**src/rtl/paula_regs_pkg.sv**
```systemverilog
// rtl/paula_regs_pkg.sv - Paula serial-port register indices, SERDATR bits and sequencer states

package paula_regs_pkg;

    // Custom-register word indices presented on rga_o
    localparam logic [7:0] REG_SERDATR = 8'h0C;
    localparam logic [7:0] REG_SERDAT  = 8'h18;
    localparam logic [7:0] REG_SERPER  = 8'h19;
    localparam logic [7:0] REG_INTREQ  = 8'h4E;
    localparam logic [7:0] REG_NONE    = 8'hFF;

    // SERDATR status bit positions
    localparam int SERDATR_OVRUN = 15;
    localparam int SERDATR_RBF   = 14;
    localparam int SERDATR_TBE   = 13;

    // INTREQ write with SET/CLR=0 and only the RBF bit set clears RBF
    localparam logic [15:0] INTREQ_RBF_CLR = 16'h0800;

    typedef enum logic [2:0] {
        ST_INIT,
        ST_IDLE,
        ST_POLL,
        ST_WRITE,
        ST_RXREAD,
        ST_RXACK
    } sched_state_t;

    // SERDAT word for 8-bit mode: data byte followed by one stop bit
    function automatic logic [15:0] serdat_word(input logic [7:0] b);
        return {7'b0, 1'b1, b};
    endfunction

endpackage

```
**src/rtl/paula_uart_sched_rr_arb2.sv**
```systemverilog
// rtl/paula_uart_sched_rr_arb2.sv - two-way round-robin arbiter with pointer update on accept

module rr_arb2 (
    input  logic       clk,
    input  logic       reset,
    input  logic       i_en,
    input  logic [1:0] i_req,
    input  logic       i_accept,
    input  logic       i_accept_idx,
    output logic       o_gnt_valid,
    output logic       o_gnt_idx
);

    // Requester served most recently; resets to 1 so requester 0 wins first
    logic r_last;

    // Pointer moves to the accepted requester, only on enabled slots
    always_ff @(posedge clk) begin
        if (i_en) begin
            if (reset) begin
                r_last <= 1'b1;
            end else if (i_accept) begin
                r_last <= i_accept_idx;
            end
        end
    end

    // Grant the requester that was not served last when both ask
    always_comb begin
        o_gnt_valid = |i_req;
        if (i_req[0] && i_req[1]) begin
            o_gnt_idx = ~r_last;
        end else begin
            o_gnt_idx = i_req[1];
        end
    end

endmodule

```
**src/rtl/paula_uart_sched.sv**
```systemverilog
// rtl/paula_uart_sched.sv - Paula serial-port register-bus sequencer (SERPER, TX arbitration, RX drain)

module paula_uart_sched
    import paula_regs_pkg::*;
#(
    parameter logic [14:0] PER_RESET = 15'd61
) (
    input  logic        clk,
    input  logic        reset,
    input  logic        clk7_en,
    output logic [7:0]  rga_o,
    output logic [15:0] bus_do,
    input  logic [15:0] bus_di,
    input  logic        rxint,
    input  logic [14:0] per_val,
    input  logic        per_load,
    input  logic        req0_valid,
    input  logic [7:0]  req0_data,
    output logic        req0_ready,
    input  logic        req1_valid,
    input  logic [7:0]  req1_data,
    output logic        req1_ready,
    output logic        rx_valid,
    output logic [7:0]  rx_data,
    output logic        rx_ovrun,
    output logic        busy
);

    // The state names the bus access currently presented; outputs are
    // registered from the next state so the access and state line up.
    sched_state_t r_state;
    sched_state_t w_next;

    logic [14:0] r_per_reg;
    logic        r_per_pend;
    logic        r_rx_pend;
    logic        r_gnt_idx;
    logic [7:0]  r_tx_byte;

    logic [7:0]  r_rga;
    logic [15:0] r_do;
    logic        r_ready0;
    logic        r_ready1;
    logic        r_rx_valid;
    logic [7:0]  r_rx_data;
    logic        r_rx_ovrun;
    logic        r_busy;

    logic [7:0]  w_rga;
    logic [15:0] w_do;
    logic        w_ready0;
    logic        w_ready1;
    logic        w_rx_req;
    logic        w_enter_rx;
    logic        w_enter_init;
    logic        w_enter_poll;
    logic        w_accept;
    logic        w_gnt_valid;
    logic        w_gnt_idx;
    logic        w_unused;

    // SERDATR bits this sequencer has no use for
    assign w_unused = &{1'b0, bus_di[SERDATR_RBF], bus_di[12:8]};

    rr_arb2 u_arb (
        .clk          (clk),
        .reset        (reset),
        .i_en         (clk7_en),
        .i_req        ({req1_valid, req0_valid}),
        .i_accept     (w_accept),
        .i_accept_idx (r_gnt_idx),
        .o_gnt_valid  (w_gnt_valid),
        .o_gnt_idx    (w_gnt_idx)
    );

    // Next-state selection and the bus access that the next slot presents
    always_comb begin
        w_next       = r_state;
        w_enter_rx   = 1'b0;
        w_enter_init = 1'b0;
        w_enter_poll = 1'b0;
        w_rx_req     = r_rx_pend | rxint;

        case (r_state)
            // First slot after reset shows FF; present SERPER once, then idle
            ST_INIT:   if (r_rga == REG_SERPER) w_next = ST_IDLE;
            ST_IDLE: begin
                if (w_rx_req) begin
                    w_next     = ST_RXREAD;
                    w_enter_rx = 1'b1;
                end else if (r_per_pend) begin
                    w_next       = ST_INIT;
                    w_enter_init = 1'b1;
                end else if (w_gnt_valid) begin
                    w_next       = ST_POLL;
                    w_enter_poll = 1'b1;
                end
            end
            ST_POLL:   w_next = bus_di[SERDATR_TBE] ? ST_WRITE : ST_IDLE;
            ST_WRITE:  w_next = ST_IDLE;
            ST_RXREAD: w_next = ST_RXACK;
            ST_RXACK:  w_next = ST_IDLE;
            default:   w_next = ST_INIT;
        endcase

        w_accept = (r_state == ST_POLL) && (w_next == ST_WRITE);

        w_rga    = REG_NONE;
        w_do     = 16'h0000;
        w_ready0 = 1'b0;
        w_ready1 = 1'b0;
        case (w_next)
            ST_INIT: begin
                w_rga = REG_SERPER;
                w_do  = {1'b0, r_per_reg};
            end
            ST_POLL:   w_rga = REG_SERDATR;
            ST_WRITE: begin
                w_rga    = REG_SERDAT;
                w_do     = serdat_word(r_tx_byte);
                w_ready0 = ~r_gnt_idx;
                w_ready1 = r_gnt_idx;
            end
            ST_RXREAD: w_rga = REG_SERDATR;
            ST_RXACK: begin
                w_rga = REG_INTREQ;
                w_do  = INTREQ_RBF_CLR;
            end
            default: begin
                w_rga = REG_NONE;
                w_do  = 16'h0000;
            end
        endcase
    end

    // State register
    always_ff @(posedge clk) begin
        if (clk7_en) begin
            if (reset) begin
                r_state <= ST_INIT;
            end else begin
                r_state <= w_next;
            end
        end
    end

    // Registered bus access, handshake strobes and received-byte capture
    always_ff @(posedge clk) begin
        if (clk7_en) begin
            if (reset) begin
                r_rga      <= REG_NONE;
                r_do       <= 16'h0000;
                r_ready0   <= 1'b0;
                r_ready1   <= 1'b0;
                r_rx_valid <= 1'b0;
                r_rx_data  <= 8'h00;
                r_rx_ovrun <= 1'b0;
                r_busy     <= 1'b1;
            end else begin
                r_rga      <= w_rga;
                r_do       <= w_do;
                r_ready0   <= w_ready0;
                r_ready1   <= w_ready1;
                r_busy     <= (w_next != ST_IDLE);
                r_rx_valid <= (r_state == ST_RXREAD);
                if (r_state == ST_RXREAD) begin
                    r_rx_data  <= bus_di[7:0];
                    r_rx_ovrun <= bus_di[SERDATR_OVRUN];
                end
            end
        end
    end

    // Pending flags, period register and the TX grant/byte latched at POLL entry
    always_ff @(posedge clk) begin
        if (clk7_en) begin
            if (reset) begin
                r_per_reg  <= PER_RESET;
                r_per_pend <= 1'b0;
                r_rx_pend  <= 1'b0;
                r_gnt_idx  <= 1'b0;
                r_tx_byte  <= 8'h00;
            end else begin
                if (per_load) begin
                    r_per_reg  <= per_val;
                    r_per_pend <= 1'b1;
                end else if (w_enter_init) begin
                    r_per_pend <= 1'b0;
                end
                // Entering RXREAD consumes one interrupt; a second one in the same slot stays pending
                if (w_enter_rx) begin
                    r_rx_pend <= r_rx_pend & rxint;
                end else if (rxint) begin
                    r_rx_pend <= 1'b1;
                end
                if (w_enter_poll) begin
                    r_gnt_idx <= w_gnt_idx;
                    r_tx_byte <= w_gnt_idx ? req1_data : req0_data;
                end
            end
        end
    end

    assign rga_o      = r_rga;
    assign bus_do     = r_do;
    assign req0_ready = r_ready0;
    assign req1_ready = r_ready1;
    assign rx_valid   = r_rx_valid;
    assign rx_data    = r_rx_data;
    assign rx_ovrun   = r_rx_ovrun;
    assign busy       = r_busy;

endmodule

```
**config.mk**
```make
export PLATFORM = sky130hd
export DESIGN_NAME = paula_uart_sched
export DESIGN_NICKNAME = d
export VERILOG_FILES = /design/src/rtl/paula_regs_pkg.sv /design/src/rtl/paula_uart_sched_rr_arb2.sv /design/src/rtl/paula_uart_sched.sv
export SDC_FILE = /design/constraint.sdc
export NUM_CORES = 1
export LEC_CHECK = 0
export CAP_MARGIN = 40
export CORE_ASPECT_RATIO = 0.9
export CORE_MARGIN = 2
export CORE_UTILIZATION = 40
export DETAILED_ROUTE_END_ITERATION = 8
export DONT_BUFFER_PORTS = 1
export PLACE_DENSITY = 0.51
export SLEW_MARGIN = 20
export SYNTH_ARGS = -nofsm -noshare
export SYNTH_HDL_FRONTEND = slang
export SYNTH_SLANG_ARGS = --single-unit
```
**constraint.sdc**
```tcl
create_clock -name clk -period 5.5 [get_ports clk]
set_input_delay 0.825 -clock clk [delete_from_list [all_inputs] [get_ports clk]]
set_output_delay 0.825 -clock clk [all_outputs]
set_load 0.005 [all_outputs]
```
# ---- Word level (Yosys, flattened, before mapping)
# Index checks and enable logic that the tools add are counted.
dict set report word_totals {
  ff_bits 67
}
dict set report op_classes {
  reduce_logical 20
  eq_ne 11
  bitwise_logic 5
  mux 29
}
# cell count
set op_table {}
lappend op_table {{$pmux W15 S3} 1}
lappend op_table {{$pmux W8 S4} 1}
lappend op_table {{$mux W8} 3}
lappend op_table {{$mux W1} 17}
lappend op_table {{$mux W15} 1}
lappend op_table {{$pmux W3 S5} 1}
lappend op_table {{$eq A3 B2 Y1 const B} 4}
lappend op_table {{$eq A3 B3 Y1 const B} 4}
lappend op_table {{$mux W3} 4}
lappend op_table {{$reduce_and A2 Y1} 6}
lappend op_table {{$eq A8 B5 Y1 const B} 1}
lappend op_table {{$reduce_bool A2 Y1} 4}
lappend op_table {{$reduce_or A2 Y1} 4}
lappend op_table {{$logic_not A3 Y1} 2}
lappend op_table {{$reduce_bool A3 Y1} 2}
lappend op_table {{$eq A3 B1 Y1 const B} 1}
lappend op_table {{$ne A3 B1 Y1 const B} 1}
lappend op_table {{$not A1 Y1} 3}
lappend op_table {{$logic_and A1 B1 Y1} 2}
lappend op_table {{$mux W2} 1}
lappend op_table {{$and A1 B1 Y1} 1}
lappend op_table {{$or A1 B1 Y1} 1}

# ---- Longest topological paths before layout
dict set report depth {
  word_depth 9
  depth_mapped 7
  ltp_nobuf 4
}

# ---- By module
# Synthesis repeated with hierarchy kept, for this count alone.
dict set report hier_totals {
  cells_unflattened 211
  area_unflattened_um2 2835.2
}
# module cells_per_inst n_inst area_each_um2
set by_module_without_submodules {}
lappend by_module_without_submodules {paula_uart_sched 206 1 2777.7}
lappend by_module_without_submodules {rr_arb2 5 1 57.6}

# ---- Worst setup path after synthesis
# No wires, ideal clock.
dict set report synth_path {
  kind {input -> register}
  startpoint {in rxint}
  endpoint {reg r_gnt_idx, enable pin}
  path_buffers 0
  arrival_time_ns 1.811
  path_slack_ns 3.314
  path_stages 4
  setup_time_ns 0.375
  cell_sequence {nor4b_4 > and3_1 > nor2_1 > nor2b_1}
}
dict set report synth_via {
  elab_chain_len 5
}
# element line
set synth_lines {}
lappend synth_lines {{from (decl)} paula_uart_sched.sv:14} ;# input logic rxint,
lappend synth_lines {{$or A1 B1 Y1} paula_uart_sched.sv:82} ;# w_rx_req = r_rx_pend | rxint;
lappend synth_lines {{$mux W1} paula_uart_sched.sv:88} ;# if (w_rx_req) begin
lappend synth_lines {{$mux W1} paula_uart_sched.sv:84} ;# case (r_state)
lappend synth_lines {{$reduce_bool A2 Y1 (no line)} --}
lappend synth_lines {{$reduce_and A2 Y1 (no line)} --}
lappend synth_lines {{to (signal assigned)} paula_uart_sched.sv:197} ;# r_gnt_idx <= w_gnt_idx;
lappend synth_lines {{to (decl)} paula_uart_sched.sv:37} ;# logic r_gnt_idx;
# Every way passes these cells.
# A chain may end at the register's enable or synchronous reset.

# ---- Worst setup path in the final report
dict set report layout_path {
  startpoint {reg r_rx_pend}
  endpoint {reg r_tx_byte[1], enable pin}
}
dict set report layout_via {
  elab_chain_len 5
}
# element line
set layout_lines {}
lappend layout_lines {{from (decl)} paula_uart_sched.sv:36} ;# logic r_rx_pend;
lappend layout_lines {{from (signal assigned)} paula_uart_sched.sv:192} ;# r_rx_pend <= r_rx_pend & rxint;
lappend layout_lines {{$or A1 B1 Y1} paula_uart_sched.sv:82}
lappend layout_lines {{$mux W1} paula_uart_sched.sv:88}
lappend layout_lines {{$mux W1} paula_uart_sched.sv:84}
lappend layout_lines {{$reduce_bool A2 Y1 (no line)} --}
lappend layout_lines {{$reduce_and A2 Y1 (no line)} --}
lappend layout_lines {{to (signal assigned)} paula_uart_sched.sv:198} ;# r_tx_byte <= w_gnt_idx ? req1_data : req0_data;
lappend layout_lines {{to (decl)} paula_uart_sched.sv:38} ;# logic [7:0] r_tx_byte;
# Every way passes these cells.

==> summary.md <==
| Metric | Value |
|---|---|
| Status | `finished clean` |
| RSZ-0062 raised after global routing | `false` |
| Worst Skew | `about 0.0052 ns` |
| Sw power | `215 uW` |
| Netlist area before placement | `2730 um2` |
| Worst hold path type | `reg -> reg` |
| Clock root buffer | `clkbuf_8` |
| Starting Density | `0.414` |
| DIE AREA | `7490 um2` |
| Final wirelength | `5.14 mm` |
| Post-CTS Hold Buffers | `0` |
| Routability Congestion | `0.786` |
| Setup violators final | `0` |
| Final critical-path share of the clock period | `0.377` |
| Max Cap Viol | `0` |
| Die width | `~90 um` |
| WP data required | `5.54 ns` |
| CTS resizes | `0` |
| Yosys reg bits | `63` |
| Pre-antenna DRT Iters | `4` |
| Routed len/inst | `17.8 um` |
| Pwr Density | `357 nW/um2` |
| Min cycle time layout | `2.07 ns` |
| Synth top area share | `0.694` |
| Switching share of power | `0.203` |
| GRT Overall Usage | `0.142` |
| Slew Limit Fails | `0` |
| Initial antenna violation count | `0` |
| Setup TNS | `0 ns` |
| Max_slew headroom | `0.496` |
| Worst EP arrival | `2.12 ns` |
| Syn_area_per_cell | `about 14 um2` |
| Cell Rows | `28` |
| Layout Utilization | `0.450` |
| Worst skew pair latency | `between 0.3 and 0.4 ns` |
| Syn-to-layout area delta | `8.67%` |
| Syn Inst Count | `around 200` |
| Logic pwr share | `0.056` |
| Cell internal pwr | `844 uW` |
| Placeable Area | `roughly 6600 um2` |
| Sequential share of the synthesized area | `0.694` |
| Share of cells above drive strength 1 | `0.136` |
| Worst slew pin tran | `~0.76 ns` |
| CTS tree | `yes` |
| Vias in the first global route | `1517` |
| Number of synthesized flops with an enable pin | `63` |
| Clock buffer depth | `2` |
| CP Launch Type | `flop` |
| Total CTS buffers | `9` |
| Via density | `5.23` |
| Largest net degree at the start of global routing | `50` |
| H-Tree Depth | `3` |
| Final instance area | `2960 um2` |
| Initial DRC count | `80` |
| Dpl cell area | `2740 um2` |
| CP Capture Type | `flop` |
| ANT nets after route | `0` |
| Total congestion overflow | `0` |
| Post-synth top area cell | `edfxtp_1` |
| Post-Syn Nets | `250` |
| # DRC | `0` |
| First-pass GRT wire length | `7.76 mm` |
| TritonCTS Sinks | `63` |
| Library cells used by synthesis | `34` |
| Post-CTS setup buffer count | `0` |
| Synth top cells by count | `63 x edfxtp_1, 24 x nor2b_1, 21 x nand2_1, 10 x a21oi_1, 9 x nor2_1` |
| Filler cell count | `roughly 630` |
| # port buffers | `0` |
| Async SR Flop Fraction | `0` |
| N_diodes | `0` |
| Final hold violations | `0` |
| Setup CP Type | `reg -> reg` |
| Clock slew seen by the registers of the worst setup and hold paths | `0.07 ns` |
| Dominant cell by count in the synthesized netlist | `edfxtp_1` |
| DR vias | `1512` |
| Max VDD drop | `0.193 mV` |
| Clk pwr share | `0.394` |
| Flop pwr share | `0.550` |
| Design Power | `1.06 mW` |
| Final nets | `248` |
| Main flop type after synthesis | `edfxtp_1` |
| Worst-path maximum fanout | `6` |
| Yosys synthesis warning count | `0` |
| Leading post-synthesis cells by cell area | `edfxtp_1 69%, nor2b_1 5.5%, a32o_1 2.9%, nand2_1 2.9%, a21oi_1 1.8%` |
| Num ports | `91` |
| Die H | `82.3 um` |
| Fmax | `just under 500 MHz` |
| DP HPWL | `3.35 mm` |
| Pleak | `~1.0 nW` |
## layout make-up
cell class | count | area [um2] | share of cell area
Sequential cell | 63 | 1890 | 0.639
Multi-Input combinational cell | 117 | 736 | 0.248
Clock buffer | 11 | 131 | 0.0443
Tap cell | 90 | 113 | 0.0380
Clock inverter | 5 | 72.6 | 0.0245
Timing Repair Buffer | 2 | 15.0 | 0.00507
Inverter | 1 | 3.75 | 0.00127
## power by group through the flow
stage	Sequential (mW)	Clock [mW]	Combinational, mW
2_1_floorplan	0.587	0	0.0580
3_3_place_gp	0.593	0	0.0564
3_5_place_dp	0.594	0	0.0583
4_1_cts	0.583	0.429	0.0585
5_1_grt	0.586	0.443	0.0660
6_report	0.583	0.417	0.0591
## layout by cell type, fill, tap and decap left out, types with 2 or more instances in the layout
cell type	Yosys	routed
edfxtp_1	63	63
nor2b_1	24	24
nand2_1	21	21
a21oi_1	10	10
nor2_1	9	9
clkbuf_8	0	9
and3_1	8	8
a32o_1	8	8
or2_2	7	7
and2_1	3	3
o21a_1	2	2
nor3_1	2	2
a311oi_1	2	2
xor2_1	2	2
a31o_1	2	2
a21o_1	2	2
conb_1	2	2
bufinv_16	0	2
clkbuf_1	7	2
clkinv_1	0	2
buf_4	4	2
## per-stage QoR
| step | hold slack (ns) | std cells | setup slack (ns) |
|---|---|---|---|
| 2_1_floorplan | 0.512 | 196 | 3.31 |
| 3_3_place_gp | 0.525 | 271 | 3.05 |
| 3_5_place_dp | 0.524 | 271 | 2.99 |
| 4_1_cts | 0.546 | 287 | 3.24 |
| 5_1_grt | 0.559 | 289 | 3.35 |
| 6_report | 0.543 | 289 | 3.43 |
## critical path, stage by stage, from the launching register on
cell,delay [ns]
edfxtp_1,0.50
nor4b_4,0.37
and3_1,0.25
nor2_1,0.08
nor2b_1,0.35
buf_4,0.24
## kinds of logic (layout without fill, tap and decap cells)
kind of cell | count (synthesis) | count (layout) | synth area share
DFF | 63 | 63 | 0.694
buffers and inverters | 16 | 19 | 0.0363
xor gates and xnor gates | 2 | 2 | 0.00643
AOI/OAI and AO/OA | 33 | 33 | 0.0927
muxes | 1 | 1 | 0.00367
and+or+nand+nor | 79 | 79 | 0.164
other | 2 | 2 | 0.00275
## metal layers
| metal | share of wire | global-route usage |
|---|---|---|
| met1 | 0.43 | 0.160 |
| met2 | 0.48 | 0.231 |
| met3 | 0.079 | 0.0662 |
| met4 | 0.015 | 0.0727 |
| met5 | 0 | 0 |
## final timing paths
path	startpoint	to	slack [ns]	cells past startpoint
min	r_tx_byte[3]	bus_do[3]	0.54	1
max reg2reg	r_rx_pend	r_tx_byte[1]	3.43	5
max	r_rx_pend	r_tx_byte[1]	3.43	5
min reg2reg	r_tx_byte[3]	bus_do[3]	0.54	1
Power figures use the tool's default switching activity.
